**config.mk**
```make
export PLATFORM = sky130hd
export DESIGN_NAME = tt_mux_sel_ctrl
export DESIGN_NICKNAME = d
export VERILOG_FILES = /design/src/rtl/tt_sel_ctrl_pkg.sv /design/src/rtl/tt_prim_sync.sv /design/src/rtl/tt_mux_sel_ctrl.sv
export SDC_FILE = /design/constraint.sdc
export NUM_CORES = 1
export LEC_CHECK = 0
export BUFFER_PORTS_ARGS = -buffer_cell sky130_fd_sc_hd__clkbuf_2
export CAP_MARGIN = 10
export CORE_UTILIZATION = 42
export DETAILED_ROUTE_END_ITERATION = 16
export SLEW_MARGIN = 20
export SYNTH_ARGS = -nofsm -noshare
export SYNTH_HDL_FRONTEND = slang
export SYNTH_SLANG_ARGS = --single-unit
```
**constraint.sdc**
```tcl
create_clock -name clk -period 1.4 [get_ports clk]
set_input_delay 0.14 -clock clk [delete_from_list [all_inputs] [get_ports clk]]
set_output_delay 0.14 -clock clk [all_outputs]
set_load 0.005 [all_outputs]
```
**src/rtl/tt_sel_ctrl_pkg.sv**
```systemverilog
// Shared types and constants for the mux4 select-tree control stage.
//   sel_state_e     : select FSM encoding (IDLE=0, SETTLE=1, ACTIVE=2)
//   SYNC_RST_*      : reset level of each pad synchroniser
//   settle_cnt_w()  : settle counter width for a given SETTLE_CYC
package tt_sel_ctrl_pkg;

    typedef enum logic [1:0] {
        SEL_IDLE   = 2'd0,
        SEL_SETTLE = 2'd1,
        SEL_ACTIVE = 2'd2
    } sel_state_e;

    // Reset levels chosen so that a reset looks like "no request, no clear".
    localparam logic SYNC_RST_INC  = 1'b0;
    localparam logic SYNC_RST_ENA  = 1'b0;
    localparam logic SYNC_RST_RSTN = 1'b1;

    // Smallest width able to hold settle_cyc-1, never less than one bit.
    function automatic int unsigned settle_cnt_w(input int unsigned settle_cyc);
        int unsigned w;
        w = 1;
        while ((32'd1 << w) < settle_cyc) begin
            w = w + 1;
        end
        return w;
    endfunction

endpackage

```
**src/rtl/tt_prim_sync.sv**
```systemverilog
// Two-flop synchroniser for one asynchronous pad with a selectable reset value.
// Ports:
//   clk    : destination clock
//   rst    : synchronous active-high reset, loads RST_VAL into both flops
//   d_i    : asynchronous input
//   q_o    : synchronised output (two clk edges of latency)
module tt_prim_sync #(
    parameter logic RST_VAL = 1'b0
) (
    input  logic clk,
    input  logic rst,
    input  logic d_i,
    output logic q_o
);

    logic meta_q;
    logic sync_q;

    // Metastability capture flop followed by the resolving flop.
    always_ff @(posedge clk) begin
        if (rst) begin
            meta_q <= RST_VAL;
            sync_q <= RST_VAL;
        end else begin
            meta_q <= d_i;
            sync_q <= meta_q;
        end
    end

    assign q_o = sync_q;

endmodule

```
**src/rtl/tt_mux_sel_ctrl.sv**
```systemverilog
// Select control for the tt_prim_mux4 trees: synchronises the three control
// pads, turns inc rising edges into a wrapping design address and sequences
// the tree output enable so a half-switched tree is never enabled.
// Optional feature macro: TT_SEL_CTRL_DEGLITCH_EN (inc must be high for two
// synced cycles before it counts; adds one edge of inc latency).
// Ports:
//   clk            : clock
//   rst            : synchronous active-high reset
//   ctrl_sel_rst_n : async pad, low holds the address at 0
//   ctrl_sel_inc   : async pad, each rising edge increments the address
//   ctrl_ena       : async pad, request to enable the selected design
//   sel_addr       : registered address, pair [2k+1:2k] drives tree level k
//   sel_ena        : registered tree output enable
//   busy           : high while settling
module tt_mux_sel_ctrl
    import tt_sel_ctrl_pkg::*;
#(
    parameter int unsigned ADDR_W     = 10,
    parameter int unsigned SETTLE_CYC = 4
) (
    input  logic              clk,
    input  logic              rst,
    input  logic              ctrl_sel_rst_n,
    input  logic              ctrl_sel_inc,
    input  logic              ctrl_ena,
    output logic [ADDR_W-1:0] sel_addr,
    output logic              sel_ena,
    output logic              busy
);

    localparam int unsigned      CNT_W    = settle_cnt_w(SETTLE_CYC);
    localparam logic [CNT_W-1:0] CNT_LAST = CNT_W'(SETTLE_CYC - 1);

    logic inc_s;
    logic ena_s;
    logic rstn_s;

    logic inc_hist_q;
    logic inc_rise;
    logic inc_pls_q;
    logic clr_q;

    logic [ADDR_W-1:0] addr_q;
    logic [ADDR_W-1:0] addr_d;
    logic              addr_chg;

    sel_state_e        state_q;
    logic [CNT_W-1:0]  cnt_q;
    logic              sel_ena_q;
    logic              busy_q;

    // Pad synchronisers
    tt_prim_sync #(.RST_VAL(SYNC_RST_INC)) u_sync_inc (
        .clk (clk),
        .rst (rst),
        .d_i (ctrl_sel_inc),
        .q_o (inc_s)
    );

    tt_prim_sync #(.RST_VAL(SYNC_RST_ENA)) u_sync_ena (
        .clk (clk),
        .rst (rst),
        .d_i (ctrl_ena),
        .q_o (ena_s)
    );

    tt_prim_sync #(.RST_VAL(SYNC_RST_RSTN)) u_sync_rstn (
        .clk (clk),
        .rst (rst),
        .d_i (ctrl_sel_rst_n),
        .q_o (rstn_s)
    );

`ifdef TT_SEL_CTRL_DEGLITCH_EN
    logic inc_hist2_q;

    // Second history flop: a rise needs two consecutive synced highs.
    always_ff @(posedge clk) begin
        if (rst) begin
            inc_hist2_q <= SYNC_RST_INC;
        end else begin
            inc_hist2_q <= inc_hist_q;
        end
    end

    assign inc_rise = inc_s & inc_hist_q & ~inc_hist2_q;
`else
    assign inc_rise = inc_s & ~inc_hist_q;
`endif

    // Edge history, plus the increment and clear requests registered together
    // so the level clear masks every rise it overlaps, including at release.
    always_ff @(posedge clk) begin
        if (rst) begin
            inc_hist_q <= SYNC_RST_INC;
            inc_pls_q  <= 1'b0;
            clr_q      <= ~SYNC_RST_RSTN;
        end else begin
            inc_hist_q <= inc_s;
            inc_pls_q  <= inc_rise;
            clr_q      <= ~rstn_s;
        end
    end

    // Address next value: clear beats increment.
    always_comb begin
        addr_d = addr_q;
        if (clr_q) begin
            addr_d = '0;
        end else if (inc_pls_q) begin
            addr_d = addr_q + ADDR_W'(1);
        end
    end

    // Clearing an already-zero address is not a change.
    assign addr_chg = (addr_d != addr_q);

    always_ff @(posedge clk) begin
        if (rst) begin
            addr_q <= '0;
        end else begin
            addr_q <= addr_d;
        end
    end

    // Enable sequencing FSM. It sees addr_chg in the same cycle the address
    // register is written, so sel_ena drops on the edge the new address lands.
    always_ff @(posedge clk) begin
        if (rst) begin
            state_q   <= SEL_IDLE;
            cnt_q     <= '0;
            sel_ena_q <= 1'b0;
            busy_q    <= 1'b0;
        end else begin
            case (state_q)
                SEL_IDLE: begin
                    if (ena_s) begin
                        state_q <= SEL_SETTLE;
                        cnt_q   <= '0;
                        busy_q  <= 1'b1;
                    end
                end
                SEL_SETTLE: begin
                    if (!ena_s) begin
                        state_q <= SEL_IDLE;
                        busy_q  <= 1'b0;
                    end else if (addr_chg) begin
                        cnt_q <= '0;
                    end else if (cnt_q == CNT_LAST) begin
                        state_q   <= SEL_ACTIVE;
                        sel_ena_q <= 1'b1;
                        busy_q    <= 1'b0;
                    end else begin
                        cnt_q <= cnt_q + CNT_W'(1);
                    end
                end
                SEL_ACTIVE: begin
                    if (!ena_s) begin
                        state_q   <= SEL_IDLE;
                        sel_ena_q <= 1'b0;
                    end else if (addr_chg) begin
                        state_q   <= SEL_SETTLE;
                        cnt_q     <= '0;
                        sel_ena_q <= 1'b0;
                        busy_q    <= 1'b1;
                    end
                end
                default: begin
                    state_q   <= SEL_IDLE;
                    cnt_q     <= '0;
                    sel_ena_q <= 1'b0;
                    busy_q    <= 1'b0;
                end
            endcase
        end
    end

    assign sel_addr = addr_q;
    assign sel_ena  = sel_ena_q;
    assign busy     = busy_q;

endmodule

```
# Yosys cells after proc, flatten, opt, wreduce, memory -nomap -nowiden

Cells that the tools add are included.
W data, S select, Z words.

Flip-flop bits (word level): 25
Input port bits: 5
Output and inout bits: 12
Word-level logic and storage cells: 68

$add $sub $neg: 2
Equality and inequality tests: 14
Muxes and demuxes: 29
Bitwise gates (word level): 4
Reductions and logical operators: 5

Operator list:

| operator                | number |
|---|---|
| $mux W2                 | 12 |
| $mux W10                | 2 |
| $reduce_and A5 Y1       | 3 |
| $ne A3 B3 Y1 const B    | 4 |
| $pmux W2 S3             | 2 |
| $mux W1                 | 11 |
| $add A10 B1 Y10 const B | 1 |
| $ne A10 B10 Y1          | 1 |
| $ne A2 B1 Y1 const B    | 3 |
| $ne A2 B2 Y1 const B    | 3 |
| $pmux W1 S3             | 2 |
| $eq A2 B2 Y1 const B    | 2 |
| $reduce_and A4 Y1       | 1 |
| $not A1 Y1              | 3 |
| $add A2 B1 Y2 const B   | 1 |
| $eq A2 B1 Y1 const B    | 1 |
| $logic_not A2 Y1        | 1 |
| $and A1 B1 Y1           | 1 |

# Depth between registers and ports, before layout

Gate-level depths: netlist of the first run.

Word-level depth: 7
Mapped depth: 5
Depth with buffers taken out: 5

# Hierarchy

A second synthesis of the first run with hierarchy kept.

Cells, all modules: 109
Area, all modules: 1007.2 um^2

Modules (own cells, without submodules):

| module          | times used | cells an instance | area an instance (um^2) | seq. area each (um^2) |
|---|---|---|---|---|
| tt_mux_sel_ctrl | 1          | 97                | 849.6                   | 380.4 |
| tt_prim_sync    | 3          | 4                 | 52.6                    | 40.0 |

# Worst setup path after synthesis of the first run

OpenSTA, ideal clock, no wires.

Path type: register to register
Start point: register addr_q[0], in the netlist sel_addr[0]
End point: register sel_ena_q, in the netlist sel_ena
Setup time: 0.057 ns
Data arrival time: 1.191 ns
Data required time: 1.343 ns
Path slack: 0.151 ns
Cell stages (with the launch flop): 5
Path buffers: 0
Period minus slack after synthesis: 1.249 ns
Cells stage by stage: dfxtp_1 nor4_2 a41oi_1 a211oi_1 a31o_2

Word-level cells in the longest chain between the ends: 6
Elaborated cells on any way between the ends: 7
Those cells by class: add/sub (1); eq/ne (3); mux (2); reduce/logical (1)

Ends and longest elaborated chain:

| element                                                | line                   | RTL |
|---|---|---|
| start, declared                                        | tt_mux_sel_ctrl.sv:43  | `logic [ADDR_W-1:0] addr_q;` |
| start signal, assigned                                 | tt_mux_sel_ctrl.sv:122 | `addr_q <= addr_d;` |
| $add A10 B1 Y10                                        | tt_mux_sel_ctrl.sv:111 | `addr_d = addr_q + ADDR_W'(1);` |
| $mux W10                                               | tt_mux_sel_ctrl.sv:110 | `end else if (inc_pls_q) begin` |
| $mux W10                                               | tt_mux_sel_ctrl.sv:108 | `if (clr_q) begin` |
| $ne A10 B10 Y1 *                                       | tt_mux_sel_ctrl.sv:116 | `assign addr_chg = (addr_d != addr_q);` |
| $ne A3 B3 Y1 (no line) or $ne A2 B2 Y1 (tied branches) | -                      |  |
| $reduce_and A5 Y1 (no line) *                          | -                      |  |
| end signal, assigned                                   | tt_mux_sel_ctrl.sv:132 | `sel_ena_q <= 1'b0;` |
| end signal, assigned                                   | tt_mux_sel_ctrl.sv:151 | `sel_ena_q <= 1'b1;` |
| end signal, assigned                                   | tt_mux_sel_ctrl.sv:160 | `sel_ena_q <= 1'b0;` |
| end, declared                                          | tt_mux_sel_ctrl.sv:49  | `logic sel_ena_q;` |

Mark *: on every way between the ends. The rest lies on a longest branch, timed or not.
A chain may end at the register's enable or synchronous reset.

# Final worst setup path of the first run

Start point: register addr_q[3], in the netlist sel_addr[3]
End point: register cnt_q[0]

Word-level cells in the longest chain between the ends: 7
Elaborated cells on any way between the ends: 10
Those cells by class: add/sub (1); eq/ne (3); mux (5); reduce/logical (1)

Ends and longest elaborated chain:

| element              | line                   | RTL |
|---|---|---|
| $add A10 B1 Y10      | tt_mux_sel_ctrl.sv:111 |  |
| $mux W10             | tt_mux_sel_ctrl.sv:110 |  |
| $mux W10             | tt_mux_sel_ctrl.sv:108 |  |
| $ne A10 B10 Y1 *     | tt_mux_sel_ctrl.sv:116 |  |
| $mux W2              | tt_mux_sel_ctrl.sv:147 | `end else if (addr_chg) begin` |
| $mux W2              | tt_mux_sel_ctrl.sv:144 | `if (!ena_s) begin` |
| $pmux W2 S3          | tt_mux_sel_ctrl.sv:135 | `case (state_q)` |
| end signal, assigned | tt_mux_sel_ctrl.sv:154 | `cnt_q <= cnt_q + CNT_W'(1);` |
| end, declared        | tt_mux_sel_ctrl.sv:48  | `logic [CNT_W-1:0] cnt_q;` |

Mark *: on every way between the ends. The rest lies on a longest branch, timed or not. The select of a mux whose other input is x is not followed.

==> results of run 1 <==
## per-stage QoR
stage                     instance area, um^2  cells  setup WS (ns)
after floorplan                          1055    111         0.1515
after global placement                   1195    158        0.06862
after detailed placement                 1195    158      -0.001492
after CTS                                1255    163       0.002679
after global routing                     1303    164       -0.05385
final                                    1303    164        0.04708
## logic make-up (layout without fill, tap and decap cells)
family | count (synthesis) | after routing | synth area share
and+or+nand+nor | 49 | 49 | 0.2681
DFF | 25 | 25 | 0.4745
AOI/OAI and AO/OA | 18 | 18 | 0.1174
xor gates and xnor gates | 8 | 8 | 0.06643
buffers and inverters | 8 | 33 | 0.04032
adders and majority gates | 2 | 2 | 0.02372
muxes | 1 | 1 | 0.009490
## timing repair
action | in CTS | in global routing
endpoints found under the setup margin | 3 | 10
hold buffers | 1 | 0
resized for setup | 3 | 16
hold endpoints to repair | 1 | 0
buffers inserted | 0 | 1
pin swaps | 0 | 5
## power by group through the flow
stage	Sequential [mW]	Combinational [mW]	Clock, mW
final	0.735	0.0611	0.317
after global routing	0.738	0.0683	0.364
after CTS	0.737	0.0600	0.335
after detailed placement	0.752	0.0556	0
after global placement	0.751	0.0557	0
after floorplan	0.748	0.0403	0
## metal layers
metal  vias up  routed length, um  share of wire
met4         0                 31          0.015
met5         -                  0              0
met3         4                 66          0.032
met2        18                910           0.44
li1        443                  -              -
met1       409               1069           0.51
## cell usage after synthesis
| cell | number |
|---|---|
| a21oi_1 | 2 |
| xnor2_1 | 5 |
| nand2_1 | 4 |
| clkbuf_8 | 1 |
| a211oi_1 | 2 |
| nand2b_1 | 3 |
| clkbuf_1 | 1 |
| inv_1 | 4 |
| nor4b_1 | 1 |
| dfxtp_1 | 25 |
| a41o_2 | 1 |
| or2_2 | 3 |
| or3_1 | 1 |
| nor2_1 | 11 |
| xor2_1 | 3 |
| ha_1 | 2 |
| nor4_2 | 2 |
| o22ai_1 | 1 |
| and4_1 | 1 |
| a31oi_1 | 1 |
| nor4b_2 | 1 |
| o311a_1 | 1 |
| nor3b_1 | 2 |
| nor2b_1 | 6 |
| a31o_2 | 1 |
| buf_2 | 2 |
| nor3_1 | 3 |
| o21ai_0 | 5 |
| mux2i_1 | 1 |
| o211ai_1 | 1 |
| a41oi_1 | 1 |
| nand4_1 | 2 |
| nand3_1 | 9 |
| a21boi_0 | 2 |
## how the worst max path moves through the flow
stage | to | cells after the start | start
after floorplan | sel_ena | 4 | sel_addr[0]
after global placement | sel_addr[9] | 4 | inc_pls_q
after detailed placement | cnt_q[0] | 4 | sel_addr[1]
after CTS | sel_addr[8] | 5 | sel_addr[0]
after global routing | cnt_q[0] | 4 | sel_addr[3]
final | cnt_q[0] | 4 | sel_addr[3]
## area by class of cell
cell class	count	area [um^2]
repair buffers	25	150.1
inverters	4	15.01
multi-input cells	78	564.3
fillers	208	994.7
clock buffers	4	26.28
flip-flops and latches	25	511.7
well taps	28	35.03
## worst max-delay path, cell delays in order (launching register included)
cell	delay, ns
dfxtp_4	0.38
nor4b_4	0.34
nand3_1	0.15
o211ai_1	0.19
a41o_2	0.25
==> results.toml, run 1 <==
[yosys]
ys_top_cells_by_area = "dfxtp_1 (47%), nand3_1 (4.3%), xnor2_1 (4.2%)"
yosysWarnings = 0
netlist_area_um2 = 1055
syn_inst = 111
yosys.area.top_type = "dfxtp_1"
syn_area_per_cell_um2 = 9.502
synth_top_area_frac = 0.4745
seq_area_frac_synth = 0.4745
synthDistinctLibCells = 34
syn_nets = 118
ys_seq_elements = 25

[power]
ir_drop_uv = 666.6
p_sw_mw = 0.2477
pwr-share-clk = 0.285
combPwrFrac = 0.055
switching_share = 0.2225
total_leakage_power_nw = 0.4961
p_total_mw = 1.113
power_density_nw_per_um2 = 854.7
p_int_mw = 0.8656
pwr-share-seq = 0.661

[global_routing]
grt_use_met1 = 0.2523
use_met2 = 0.2393
busiest_layer = "met1"
grt_pass1_wl_um = 3394
grt.total_usage = 0.1750
grt_pass1_vias = 732
grt_max_degree = 14
grt-ovfl-total = 0
antenna_found_initial = 0
use_met3 = 0.03509

[floorplan]
coreArea_um2 = 2297
rows = 17
start_util = 0.4592
io_pins = 17
die_h_um = 52.12
dieArea_um2 = 2716
die_w_um = 52.12

[route]
drt.antenna.violating_nets = 0
vias = 874
wl_um = 2079
dr.pass1.iters = 4
wire_per_inst_um = 12.68
vias_per_cell = 5.329
drc = 0
drtIter0Drc = 10

[critical_path]
crit_required_ns = 1.67
cp-end-kind = "flop"
r2r_slack_ns = 0.05
r2r_end = "cnt_q[0]"
r2r_start = "sel_addr[3]"
cp.arrival_ns = 1.62
cp_max_fo = 3
cp-start-kind = "flop"
critical_path_class = "reg -> reg"
ff2ff_path_depth = 4

[clocking]
cts_htree_levels = 1
cts-root-buf = "clkbuf_4"
clkLatencyLatePin_ns = 0.31
clk_pin_slew_worst_paths_ns = 0.13
cts_tree = "yes"
clockBufferDepth = 2
cts_made_buffers = 3
cts_sinks = 25

[sta]
tns_ns = 0
report.final.setup_viol = 0
hold_violations = 0
slew_violations = 0
fin_crit_sh = 0.9664
worst_pin_slew_ns = 0.3109
clock_skew_ns = 0.001300
min_period_ns = 1.353
slew_headroom = 0.7918
hold_ws_ns = 0.02850
timing.fmax_mhz = 739.1
rsz0062_at_grt = "true"

[place]
portBuffers = 16
dp_hpwl_um = 1503
place_congestion = 0.8459

[run_status]
outcome = "complete, no violations"

[finish]
final_cell_mix = "dfxtp_1 (18), clkbuf_2 (16), nor2_1 (11)"
diodes = 0
syn2layout_area_growth_pct = 23.49
final_util = 0.5670
layout_commonest_cell = "dfxtp_1"
final_nets = 144
largest_reg_flops = 10
drive_gt1_frac = 0.3603

[hold_path]
hold_class = "in -> reg"
hp-start = "ctrl_sel_inc"
hold_path_end = "u_sync_inc.meta_q"
hold_depth = 2

[flow_run]
maxCapViolations = 0
No activity file was read; power rests on OpenSTA's default activity.
==> run 2: changes to the inputs <==
--- a/config.mk
+++ b/config.mk
@@ -7,6 +7,7 @@
 export LEC_CHECK = 0
 export BUFFER_PORTS_ARGS = -buffer_cell sky130_fd_sc_hd__clkbuf_2
 export CAP_MARGIN = 10
+export CORE_ASPECT_RATIO = 0.75
 export CORE_UTILIZATION = 42
 export DETAILED_ROUTE_END_ITERATION = 16
 export SLEW_MARGIN = 20
==> constraint.sdc (replaced) <==
create_clock -name clk -period 1.6 [get_ports clk]
set_input_delay 0.16 -clock clk [delete_from_list [all_inputs] [get_ports clk]]
set_output_delay 0.16 -clock clk [all_outputs]
set_load 0.005 [all_outputs]
==> results.toml, run 2 (synthesis results as in run 1) <==
[sta]
clock_skew_ns = 0.005638
rsz0062_at_grt = "false"
report.final.setup_viol = 0
worst_pin_slew_ns = 0.3525
timing.fmax_mhz = 707.9
min_period_ns = 1.413
setup_slack_ns = 0.1874
hold_violations = 0
fin_crit_sh = 0.8828
slew_violations = 0
slew_headroom = 0.7619
tns_ns = 0

[floorplan]
die_w_um = 59.87
die_h_um = 45.40
io_pins = 17
start_util = 0.4532
coreArea_um2 = 2327
dieArea_um2 = 2718
rows = 15

[global_routing]
grt-ovfl-total = 0
antenna_found_initial = 0
grt_pass1_vias = 685
grt_max_degree = 16
grt_pass1_wl_um = 2994
grt.total_usage = 0.1513

[clocking]
cts_htree_levels = 1
ctsResizeCount = 0
cts_tree = "yes"
clk_pin_slew_worst_paths_ns = 0.14
clkLatencyLatePin_ns = 0.32
cts-root-buf = "clkbuf_4"
cts_sinks = 25
cts_setup_buffers = 0
cts_made_buffers = 3
clockBufferDepth = 2

[critical_path]
r2r_start = "sel_addr[0]"
critical_path_class = "reg -> reg"
crit_required_ns = 1.88
cp_max_fo = 6
r2r_end = "sel_ena"
cp.arrival_ns = 1.69
ff2ff_path_depth = 4
cp-end-kind = "flop"
cp-start-kind = "flop"
r2r_slack_ns = 0.19

[place]
pre_cts_ws_ns = 0.2136
dp_hpwl_um = 1342
placed_cell_area_um2 = 1150
portBuffers = 16
place_congestion = 0.8216

[route]
drtIter0Drc = 26
drc = 0
wl_um = 1773
dr.pass1.iters = 4
vias = 830
vias_per_cell = 5.123
wire_per_inst_um = 10.94
drt.antenna.violating_nets = 0

[hold_path]
hold_path_end = "u_sync_inc.meta_q"
hp-start = "ctrl_sel_inc"
hold_class = "in -> reg"
hold_depth = 2

[finish]
diodes = 0
largest_reg_flops = 10
final_cell_mix = "dfxtp_1 (25), clkbuf_2 (16), nor2_1 (11)"
final_nets = 136
fin_area_um2 = 1190
syn2layout_area_growth_pct = 12.81
layout_commonest_cell = "dfxtp_1"
drive_gt1_frac = 0.2188

[run_status]
outcome = "complete, no violations"

[power]
power_density_nw_per_um2 = 818.5
ir_drop_uv = 664.3
p_total_mw = 0.9739
total_leakage_power_nw = 0.4399

[flow_run]
maxCapViolations = 0
==> run 2: through the flow <==
step / utilization / std cells / hold WS [ns]
2_1_floorplan: - / 111 / 0.2391
3_3_place_gp: 0.4941 / 157 / 0.3452
3_5_place_dp: 0.4941 / 157 / 0.3438
4_1_cts: 0.5113 / 162 / 0.02334
5_1_grt: 0.5113 / 162 / 0.03484
6_report: 0.5113 / 162 / 0.03962
==> run 2: worst max-delay path by stage <==
stage | start | end | slack (ns) | depth (start not counted)
2_1_floorplan | sel_addr[0] | sel_ena | 0.35 | 4
3_3_place_gp | sel_addr[0] | sel_ena | 0.23 | 4
3_5_place_dp | sel_addr[0] | cnt_q[1] | 0.21 | 4
4_1_cts | sel_addr[0] | cnt_q[0] | 0.17 | 4
5_1_grt | clr_q | sel_ena | 0.03 | 4
6_report | sel_addr[0] | sel_ena | 0.19 | 4
==> run 2: worst max-delay path: stages, from the launching register on <==
cell and delay [ns]:
dfxtp_1 0.40, nor4_2 0.37, a41oi_1 0.24, a211oi_1 0.23, a31o_2 0.13
==> run 2: power by group <==
part	total (mW)	leakage (nW)	internal [mW]	switching (mW)
clock network	0.283	0.0139	0.0956	0.188
logic	0.0453	0.223	0.0221	0.0232
registers	0.645	0.203	0.635	0.0104
==> run 2: timing repair <==
action | 4_1_cts | 5_1_grt
hold buffers | 1 | 0
endpoints found under the hold margin | 1 | 0
setup endpoints to repair | 0 | 0
==> run 2: cell type report <==
class	count	area [um^2]
multi-input cells	78	511.7
well taps	34	42.54
flip-flops and latches	25	500.5
fillers	233	1137
clock buffers	3	22.52
inverters	4	15.01
repair buffers	17	90.09
clock inverters	1	7.507
==> run 2: layer usage <==
metal | global-route usage | wire, um | vias up
li1 | - | - | 429
met1 | 0.2102 | 901 | 375
met2 | 0.2244 | 759 | 24
met3 | 0.05114 | 99 | 2
met4 | 0.04186 | 13 | 0
met5 | 0 | 0 | -
